==> src/rtl/mux_nto1_stream.sv <==
// mux_nto1_stream
//   N-to-1 registered stream multiplexer. Each input lane has its own
//   valid/ready handshake; one lane per cycle is granted, either the lane
//   named by sel (direct mode) or the next valid lane after the last
//   round-robin winner (round-robin mode). The granted lane's data is
//   captured into a one-entry output stage with its own valid/ready handshake.
//
// Ports
//   clk        clock, rising edge
//   rst        asynchronous reset, active-high
//   en         acceptance enable; 0 blocks new grants, output still drains
//   mode       0 = direct select, 1 = round-robin
//   sel        lane index used in direct mode (values >= NUM_IN grant nothing)
//   in         packed lanes, lane i at in[i*DW_DATA +: DW_DATA], signed
//   in_valid   per-lane valid
//   in_ready   per-lane ready, combinational, one-hot or zero
//   out        registered data of the granted lane, signed
//   out_sel    lane index that produced out
//   out_valid  output stage holds a transfer
//   out_ready  downstream accepts out

module mux_nto1_stream #(
    parameter int unsigned DW_DATA = 128,
    parameter int unsigned NUM_IN  = 8,
    parameter int unsigned SEL_W   = $clog2(NUM_IN)
) (
    input  logic                      clk,
    input  logic                      rst,
    input  logic                      en,
    input  logic                      mode,
    input  logic [SEL_W-1:0]          sel,
    input  logic [NUM_IN*DW_DATA-1:0] in,
    input  logic [NUM_IN-1:0]         in_valid,
    output logic [NUM_IN-1:0]         in_ready,
    output logic signed [DW_DATA-1:0] out,
    output logic [SEL_W-1:0]          out_sel,
    output logic                      out_valid,
    input  logic                      out_ready
);

    logic signed [DW_DATA-1:0] out_q, out_d;
    logic [SEL_W-1:0]          out_sel_q, out_sel_d;
    logic                      out_valid_q, out_valid_d;
    logic [SEL_W-1:0]          rr_ptr_q, rr_ptr_d;

    logic                      slot_free;
    logic                      grant_exists;
    logic [SEL_W-1:0]          grant_idx;
    logic                      accept;
    logic signed [DW_DATA-1:0] lane_data;

    // Round-robin search split in two halves: first valid lane above rr_ptr,
    // otherwise first valid lane from 0. Equivalent to a wrapping scan
    // starting at rr_ptr+1 without modulo arithmetic.
    logic             hi_found, lo_found;
    logic [SEL_W-1:0] hi_idx, lo_idx;

    assign slot_free = !out_valid_q || out_ready;

    always_comb begin
        hi_found = 1'b0;
        hi_idx   = '0;
        lo_found = 1'b0;
        lo_idx   = '0;
        for (int unsigned i = 0; i < NUM_IN; i++) begin
            if (!hi_found && in_valid[i] && (SEL_W'(i) > rr_ptr_q)) begin
                hi_found = 1'b1;
                hi_idx   = SEL_W'(i);
            end
            if (!lo_found && in_valid[i]) begin
                lo_found = 1'b1;
                lo_idx   = SEL_W'(i);
            end
        end
    end

    always_comb begin
        grant_exists = 1'b0;
        grant_idx    = '0;
        if (mode) begin
            grant_exists = hi_found || lo_found;
            grant_idx    = hi_found ? hi_idx : lo_idx;
        end else begin
            // Compare against each real lane so sel >= NUM_IN matches nothing.
            for (int unsigned i = 0; i < NUM_IN; i++) begin
                if ((sel == SEL_W'(i)) && in_valid[i]) begin
                    grant_exists = 1'b1;
                    grant_idx    = SEL_W'(i);
                end
            end
        end
    end

    // rst gates in_ready so it drops the moment reset is asserted, even
    // though the cleared output stage would otherwise look free.
    always_comb begin
        in_ready = '0;
        for (int unsigned i = 0; i < NUM_IN; i++) begin
            in_ready[i] = !rst && en && slot_free && grant_exists &&
                          (grant_idx == SEL_W'(i));
        end
    end

    assign accept = |(in_valid & in_ready);

    always_comb begin
        lane_data = '0;
        for (int unsigned i = 0; i < NUM_IN; i++) begin
            if (grant_idx == SEL_W'(i)) begin
                lane_data = $signed(in[i*DW_DATA +: DW_DATA]);
            end
        end
    end

    always_comb begin
        out_d       = out_q;
        out_sel_d   = out_sel_q;
        out_valid_d = out_valid_q;
        rr_ptr_d    = rr_ptr_q;
        if (accept) begin
            out_d       = lane_data;
            out_sel_d   = grant_idx;
            out_valid_d = 1'b1;
            if (mode) begin
                rr_ptr_d = grant_idx;
            end
        end else if (out_ready) begin
            out_valid_d = 1'b0;
        end
    end

    always_ff @(posedge clk or posedge rst) begin
        if (rst) begin
            out_q       <= '0;
            out_sel_q   <= '0;
            out_valid_q <= 1'b0;
            rr_ptr_q    <= SEL_W'(NUM_IN - 1);
        end else begin
            out_q       <= out_d;
            out_sel_q   <= out_sel_d;
            out_valid_q <= out_valid_d;
            rr_ptr_q    <= rr_ptr_d;
        end
    end

    assign out       = out_q;
    assign out_sel   = out_sel_q;
    assign out_valid = out_valid_q;

endmodule
==> config.mk <==
export PLATFORM = sky130hd
export DESIGN_NAME = mux_nto1_stream
export DESIGN_NICKNAME = d
export VERILOG_FILES = /design/src/rtl/mux_nto1_stream.sv
export SDC_FILE = /design/constraint.sdc
export NUM_CORES = 1
export LEC_CHECK = 0
export CORE_AREA = 3 3 452 454
export CTS_BUF_LIST = sky130_fd_sc_hd__clkbuf_4
export CTS_CLUSTER_SIZE = 25
export DETAILED_ROUTE_END_ITERATION = 12
export DIE_AREA = 0 0 455 457
export GPL_TIMING_DRIVEN = 1
export PLACE_DENSITY = 0.33
export SLEW_MARGIN = 10
export SYNTH_ARGS = -nofsm -noshare
export SYNTH_HDL_FRONTEND = slang
export SYNTH_SLANG_ARGS = --single-unit
==> constraint.sdc <==
create_clock -name clk -period 7.7 [get_ports clk]
set_input_delay 1.155 -clock clk [delete_from_list [all_inputs] [get_ports clk]]
set_output_delay 1.155 -clock clk [all_outputs]
set_load 0.02 [all_outputs]
-- After elaboration in Yosys (flattened, before gate mapping)
Index checks and enable logic that the tools add are counted.
- logic and storage cells: 149
- input bits: 1040
- output and inout bits: 140
- flip-flop bits (word level): 135
- bitwise logic cells: 1
- muxes and demuxes: 58
- $lt $le $gt $ge: 8
- equal/unequal tests: 14
- reduce and logical (&&, ||, !) cells: 64
- operators with widths (kind ; number):
    $mux W128 ; 8
    $mux W3 ; 20
    $logic_and A1 B1 Y1 ; 41
    $mux W1 ; 30
    $eq A3 B3 Y1 const B ; 8
    $logic_not A1 Y1 ; 16
    $eq A3 B2 Y1 const B ; 4
    $gt A3 B3 Y1 const A ; 4
    $and A8 B8 Y8 ; 1
    $reduce_or A8 Y1 ; 1
    $eq A3 B1 Y1 const B ; 2
    $gt A1 B3 Y1 const A ; 2
    $gt A2 B3 Y1 const A ; 2
    $logic_not A3 Y1 ; 2
    $logic_or A1 B1 Y1 ; 2
    $reduce_and A2 Y1 ; 1
    $reduce_bool A2 Y1 ; 1

-- Longest topological paths before layout
Gate-level depths: netlist of the first run.
- depth in word-level cells: 42
- depth in mapped cells: 13
- mapped depth without buffers: 8

-- Least setup slack after synthesis of the first run
OpenSTA, ideal clock, no wires.
- path type: input to output
- start: input rst
- end: output in_ready[5]
- setup slack: 0.784 ns
- stages: 7
- buffers on the path: 2
- arrival time: 5.761 ns
- required time: 6.545 ns
- cells stage by stage: inv_1 -> nand4_1 -> a21oi_1 -> clkbuf_1 -> clkbuf_1 -> nand2_1 -> nor2_1
- word-level cells in the longest chain between the ends: 5
- RTL lines (item ; line ; RTL):
    start, declared ; 28 ; input logic rst,
    $logic_not A1 Y1 (no line) ; n/a ;
    $logic_and A1 B1 Y1 (4 in a row) ; 99 ; in_ready[i] = !rst && en && slot_free && grant_exists &&
    end, declared ; 34 ; output logic [NUM_IN-1:0] in_ready,
Every way passes these cells.

-- Worst setup path after layout of the first run
- start: input in_valid[3]
- end: output in_ready[6]
- word-level cells in the longest chain between the ends: 23
- RTL lines (item ; line ; RTL):
    start, declared ; 33 ; input logic [NUM_IN-1:0] in_valid,
    $logic_and A1 B1 Y1 (2 in a row) ; 66 ; if (!hi_found && in_valid[i] && (SEL_W'(i) > rr_ptr_q)) begin
    $mux W1 ; 66 ;
    $logic_not A1 Y1 ; 66 ;
    $logic_and A1 B1 Y1 (2 in a row) ; 66 ;
    $mux W1 ; 66 ;
    $logic_not A1 Y1 ; 66 ;
    $logic_and A1 B1 Y1 (2 in a row) ; 66 ;
    $mux W1 ; 66 ;
    [... 3 more ...] ; n/a ;
    $mux W1 ; 66 ;
    $logic_not A1 Y1 ; 66 ;
    $logic_and A1 B1 Y1 (2 in a row) ; 66 ;
    $mux W3 or $mux W1 (tied branches) ; 66 ;
    $mux W3 or $logic_or A1 B1 Y1 (tied branches) ; 82, 81 ;
    $mux W3 or $mux W1 (tied branches) ; 80 ; if (mode) begin
    $eq A3 B3 Y1 or $logic_and A1 B1 Y1 (tied branches) ; 100, 99 ;
    $logic_and A1 B1 Y1 * ; 99 ;
Mark *: on every way between the ends. The rest lies on a longest branch, timed or not.

==> impl_metrics.json, run 1 <==
{
  "cts_made_buffers": 17,
  "ff2ff_path_depth": 11,
  "synth_top_area_cell": "dfrtp_1",
  "outcome": "finished, final reports clean",
  "fill_cells": 22900,
  "peakVddDrop_mv": 0.110,
  "power_per_cell_area_nw_per_um2": 215,
  "wl_per_cell_um": 30.9,
  "min-delay-start": "out[15]$_DFFE_PP0P_",
  "die_h_um": 457,
  "synth_edf_count": 0,
  "synthTopCellsByCount": "nand2_1 (318), o22ai_1 (225), mux2_2 (154), dfrtp_1 (132), nand3_1 (114)",
  "timing.rr.end": "out[17]$_DFFE_PP0P_",
  "post-cts-setup-buffer-count": 0,
  "endpoint_kind": "primary output",
  "tns_ps": 0,
  "syn_nets": 2731,
  "path_delay_family": "buffers and inverters",
  "area_growth_pct": 113,
  "slew_violations": 0,
  "drt_iter0_markers": 1105,
  "ys_seq_area_share_pct": 25.3,
  "finalSetupViolCount": 0,
  "holdPathStages": 2,
  "leakage_uw": 0.00981,
  "setup.worst_path.class": "primary input to primary output",
  "cts-root-buf": "clkbuf_4",
  "grt_setup_unrepaired": "false",
  "antenna_found_initial": 94,
  "clock.fmax_mhz": 157,
  "final_nets": 3794,
  "cts_buffer_depth": 2,
  "tightest_slew_ps": 1050,
  "hold_class": "flip-flop to flip-flop",
  "synth_most_common_cell": "nand2_1",
  "crit_required_ps": 6550,
  "fin_skew_ps": 44.2,
  "rrSetupSlack_ps": 3140,
  "start_kind": "primary input",
  "cp.arrival_ps": 5220,
  "r2r-start": "rr_ptr_q[1]$_DFFE_PP1P_",
  "placedCellCount": 5391,
  "yosys-top-cells-area": "dfrtp_1 (25%), mux2_2 (13%), o22ai_1 (11%)",
  "io_pins": 1180,
  "grt_pass1_wl_mm": 210,
  "cts_hold_buf": 0,
  "hpwlAfterDp_mm": 140,
  "max_stage_delay_ps": 770,
  "ys.flop_type": "dfrtp_1",
  "clk_transition_reported_paths_ps": 170,
  "fp.coreArea_um2": 200000,
  "path_buf_inv": 2,
  "ys_types": 60,
  "portBuffers": 1179,
  "syn_inst": 1691,
  "synthArstFlopShare_pct": 100,
  "numClockSinks": 135,
  "syn_area_um2": 13400,
  "max_cap_violations": 0,
  "hold_viol_final": 0,
  "clock_latency_ps": 880,
  "crit_chain": "clkdlybuf4s50_1, nor2_1, or3_1, nand3_2, o21a_1, a21o_4, nand2_4, nor2_1, clkdlybuf4s50_1",
  "syn_avg_cell_area_um2": 7.92,
  "yosys.area.top_type_share_pct": 24.7,
  "period_share_pct": 82.8,
  "die_x_um": 455,
  "h-tree-depth": 4,
  "grt.total_usage_pct": 15.5,
  "min_to": "out[15]$_DFFE_PP0P_",
  "critPathMaxFanout": 37,
  "ys.warnings.count": 0,
  "cp_slowest_cell": "clkdlybuf4s50_1",
  "ant_nets": 0,
  "die_area_um2": 208000,
  "max-slew-margin-rel_pct": 30.2,
  "core.rowCount": 164,
  "drive_above_1_share_pct": 9.80,
  "grt_start_max_net_pins": 75,
  "start_util_pct": 6.69,
  "grt_pass1_vias": 19800,
  "post_cts_resized": 0,
  "cts_tree": "done",
  "finalCriticalPeriod_ps": 6380,
  "final_cells": 5445,
  "dr_total_vias": 19000,
  "gp_routability_congestion": 0.873,
  "ys_ff_latch": 135,
  "overflow": 0,
  "wirelength_mm": 168,
  "drc": 0,
  "vias_per_cell": 3.48,
  "firstDrtPassIters": 5
}
[worst reg2reg max path, cell delays in order, from the launching register on]
cell and delay (ps):
dfstp_2 690, nor2b_1 90, o211ai_1 320, nand3_2 180, o21a_1 430, a21oi_4 240
buf_12 280, buf_4 850, buf_4 580, mux2_1 390, o22ai_1 220, a211oi_1 130
[registers in the layout (all words and copies together), names as in the netlist]
signal	cells
out_sel	3
out_valid	1
out	128
rr_ptr_q	3
[area by class of cell]
type	count	area, um2	share of cell area, %
antenna	23	57.6	0.202
clock buffer	17	128	0.447
clock inverter	14	174	0.610
inverter	11	48.8	0.171
multi-input combinational	1368	9260	32.5
sequential	135	3380	11.9
tap	2656	3320	11.6
timing repair buffer	1221	12200	42.6
[through the flow]
step	utilization [%]	hold slack (ps)	instance area [um2]	total power, uW	worst slack, ps
after floorplan	-	489	13400	3040	784
after global placement	14.1	459	28200	5620	1260
after detailed placement	14.1	469	28200	5610	1240
after CTS	14.2	462	28500	6390	1240
after global routing	14.2	522	28500	6540	1100
final	14.3	507	28500	6140	1320
[per-layer routing]
metal | part of all wire (%) | GRT usage, %
met1 | 38 | 17.2
met2 | 51 | 28.1
met3 | 8.1 | 4.93
met4 | 2.4 | 4.08
met5 | 0.21 | 0
[how the worst max path moves through the flow]
stage | from | to | slack, ps | depth (start not counted)
6_report | in_valid[3] | in_ready[6] | 1320 | 9
2_1_floorplan | rst | in_ready[5] | 780 | 7
5_1_grt | in_valid[3] | in_ready[6] | 1100 | 9
4_1_cts | in_valid[3] | in_ready[6] | 1240 | 9
3_5_place_dp | in_valid[3] | in_ready[6] | 1240 | 9
3_3_place_gp | in_valid[3] | in_ready[6] | 1260 | 9
[cell families after synthesis]
| family | Yosys count | share of synthesized area [%] |
|---|---|---|
| simple gates | 578 | 20.1 |
| buf+inv | 188 | 6.34 |
| compound gates | 544 | 27.4 |
| mux | 246 | 20.9 |
| flops | 135 | 25.3 |
[layout by cell type, fill, tap and decap left out, types with 38 or more instances in the layout]
cell and count:
a211oi_1 79, clkdlybuf4s50_1 1178, nand3_1 113, o21ai_0 45, buf_4 40, nand2b_1 63
a21oi_1 79, nand2_1 315, mux2_1 71, o22ai_1 225, dfrtp_1 132, a31oi_1 38
mux2_2 154
[report_power, final]
group          leakage, uW  switching [uW]  total, uW  internal [uW]
logic              0.00814            2470       4190           1720
clock network     0.000153             455        681            225
registers          0.00152             266       1270           1010
total              0.00981            3190       6140           2950
Note: power is estimated with default switching activity, not from simulation.
==> run 2: changes to the inputs <==
--- a/config.mk
+++ b/config.mk
@@ -5,11 +5,11 @@
 export SDC_FILE = /design/constraint.sdc
 export NUM_CORES = 1
 export LEC_CHECK = 0
-export CORE_AREA = 3 3 452 454
+export CORE_AREA = 3 3 460 462
 export CTS_BUF_LIST = sky130_fd_sc_hd__clkbuf_4
 export CTS_CLUSTER_SIZE = 25
 export DETAILED_ROUTE_END_ITERATION = 12
-export DIE_AREA = 0 0 455 457
+export DIE_AREA = 0 0 463 465
 export GPL_TIMING_DRIVEN = 1
 export PLACE_DENSITY = 0.33
 export SLEW_MARGIN = 10
==> constraint.sdc (replaced) <==
create_clock -name clk -period 5.15 [get_ports clk]
set_input_delay 0.7725 -clock clk [delete_from_list [all_inputs] [get_ports clk]]
set_output_delay 0.7725 -clock clk [all_outputs]
set_load 0.02 [all_outputs]
==> impl_metrics.json, run 2 (synthesis results as in run 1) <==
{
  "final_nets": 3819,
  "fp.coreArea_um2": 207000,
  "final_cells": 5604,
  "max_cap_violations": 0,
  "slew_violations": 0,
  "max-slew-margin-rel_pct": 37.9,
  "crit_end": "in_ready[1]",
  "p_sw_uw": 4710,
  "hpwlAfterDp_mm": 136,
  "placedCellCount": 5548,
  "rrSetupSlack_ps": 1400,
  "critPathMaxFanout": 11,
  "post_cts_resized": 0,
  "p_int_uw": 4490,
  "endpoint_kind": "primary output",
  "ant_nets": 0,
  "final_cell_mix": "clkdlybuf4s50_1 (1176), nand2_1 (315), o22ai_1 (225)",
  "vias_per_cell": 3.38,
  "layout_commonest_cell": "clkdlybuf4s50_1",
  "timing.rr.end": "out[112]$_DFFE_PP0P_",
  "overflow": 0,
  "die_h_um": 465,
  "ff2ff_path_depth": 11,
  "p_seq_share_pct": 20.6,
  "crit_chain": "nor2b_1, o211ai_1, nand3_2, o2bb2ai_1, a21oi_4, buf_12, nor2_1, clkdlybuf4s50_1",
  "hold_class": "primary input to asynchronous set/reset pin",
  "cts_tree": "done",
  "post-cts-setup-buffer-count": 0,
  "clock_latency_ps": 900,
  "path_buf_inv": 2,
  "grt_pass1_vias": 19800,
  "portBuffers": 1179,
  "cts-root-buf": "clkbuf_4",
  "cts_made_buffers": 17,
  "p_comb_share_pct": 69.0,
  "final.setup.worst_slack_ps": 383,
  "max_stage_delay_ps": 680,
  "final_util_pct": 14.0,
  "start_util_pct": 6.45,
  "die_area_um2": 215000,
  "gp_routability_congestion": 0.896,
  "cp_slowest_cell": "dfstp_2",
  "power_per_cell_area_nw_per_um2": 316,
  "setup.worst_path.class": "flip-flop to primary output",
  "grt_pass1_wl_mm": 209,
  "tns_ps": 0,
  "antenna_found_initial": 88,
  "peakVddDrop_mv": 0.174,
  "finalCriticalPeriod_ps": 4770,
  "dp_slack_ps": 296,
  "hold_viol_final": 0,
  "leakage_uw": 0.0100,
  "crit_required_ps": 4380,
  "outcome": "finished, final reports clean",
  "grt.total_usage_pct": 14.6,
  "cts_buffer_depth": 2,
  "wirelength_mm": 163,
  "path_depth": 8,
  "critPathLaunch": "rr_ptr_q[1]$_DFFE_PP1P_",
  "r2r-start": "rr_ptr_q[1]$_DFFE_PP1P_",
  "largest_reg_flops": 128,
  "start_kind": "flip-flop",
  "grt_start_max_net_pins": 118,
  "clkPwrFrac_pct": 10.4,
  "numClockSinks": 135,
  "clk_transition_reported_paths_ps": 180,
  "period_share_pct": 92.6,
  "die_x_um": 463,
  "fin_skew_ps": 38.2,
  "drt_iter0_markers": 1076,
  "tightest_slew_ps": 931,
  "clock.fmax_mhz": 210,
  "path_delay_family": "compound AO/OA/AOI/OAI gates",
  "io_pins": 1180,
  "cp.arrival_ps": 3990,
  "finalPower_uw": 9200,
  "area_growth_pct": 117,
  "core.rowCount": 167,
  "drc": 0,
  "drive_above_1_share_pct": 10.7,
  "wl_per_cell_um": 29.1,
  "firstDrtPassIters": 5,
  "cts_hold_buf": 0,
  "finalSetupViolCount": 0,
  "h-tree-depth": 4,
  "swShare_pct": 51.2,
  "dr_total_vias": 18900
}
[run 2: changes by cell type in the layout (fill, tap and decap cells not counted)]
cell,before,now
buf_4,40,47
clkinv_4,3,4
clkdlybuf4s50_1,1178,1176
inv_8,1,0
nor2_4,1,2
clkbuf_4,17,18
clkinv_2,1,2
nor2_2,1,0
buf_12,3,23
bufinv_16,3,2
diode_2,23,24
[run 2: worst min-delay path by stage]
stage                       startpoint                       to  slack (ps)  cells past startpoint
2_1_floorplan  rr_ptr_q[0]$_DFFE_PP1P_  rr_ptr_q[0]$_DFFE_PP1P_         490                      2
3_3_place_gp      out[119]$_DFFE_PP0P_     out[119]$_DFFE_PP0P_         460                      2
3_5_place_dp       out[30]$_DFFE_PP0P_      out[30]$_DFFE_PP0P_         460                      2
4_1_cts                            rst     out[110]$_DFFE_PP0P_         220                      3
5_1_grt                            rst     out[110]$_DFFE_PP0P_         220                      3
6_report                           rst     out[110]$_DFFE_PP0P_         420                      3
[run 2: worst reg2reg max path, stage by stage (launching register included)]
cell and delay (ps):
dfstp_2 680, nor2b_1 90, o211ai_1 300, nand3_2 180, o21a_1 340, a21oi_4 350
buf_12 210, buf_12 260, mux2i_1 540, buf_4 250, mux2i_1 80, a221o_1 340
[run 2: routing by layer]
| metal | global-route usage [%] | wire [um] | vias up |
|---|---|---|---|
| met5 | 0 | 231 | - |
| met4 | 2.44 | 2050 | 36 |
| met3 | 5.32 | 13700 | 133 |
| met2 | 26.7 | 83700 | 1012 |
| met1 | 16.4 | 63700 | 9159 |
| li1 | - | - | 8605 |
[run 2: power groups by stage]
stage          registers (uW)  logic (uW)  clock network [uW]
2_1_floorplan            2300        2240                   0
3_3_place_gp             1930        6580                   0
3_5_place_dp             1920        6570                   0
4_1_cts                  1920        6600                1060
5_1_grt                  1970        6790                1090
6_report                 1890        6350                 954
[run 2: through the flow]
stage | cell area [um2] | hold slack, ps
global placement | 28800 | 457
global route | 29100 | 224
detailed placement | 28800 | 459
CTS | 29100 | 225
finish | 29100 | 420
floorplan | 13400 | 489
[run 2: cell type report]
cell class | instances | area, um2
fill | 23800 | 178000
timing repair buffer | 1246 | 12600
multi-input combinational | 1368 | 9270
tap | 2788 | 3490
sequential | 135 | 3380
clock inverter | 14 | 150
clock buffer | 18 | 135
antenna | 24 | 60.1
inverter | 11 | 45.0
==> run 3: changes to the inputs <==
--- a/config.mk
+++ b/config.mk
@@ -7,6 +7,7 @@
 export LEC_CHECK = 0
 export CORE_AREA = 3 3 460 462
 export CTS_BUF_LIST = sky130_fd_sc_hd__clkbuf_4
+export CTS_CLUSTER_DIAMETER = 60
 export CTS_CLUSTER_SIZE = 25
 export DETAILED_ROUTE_END_ITERATION = 12
 export DIE_AREA = 0 0 463 465
==> results of run 3 <==
Same layout as run 2: the final DEF is identical, and so are final timing and power.
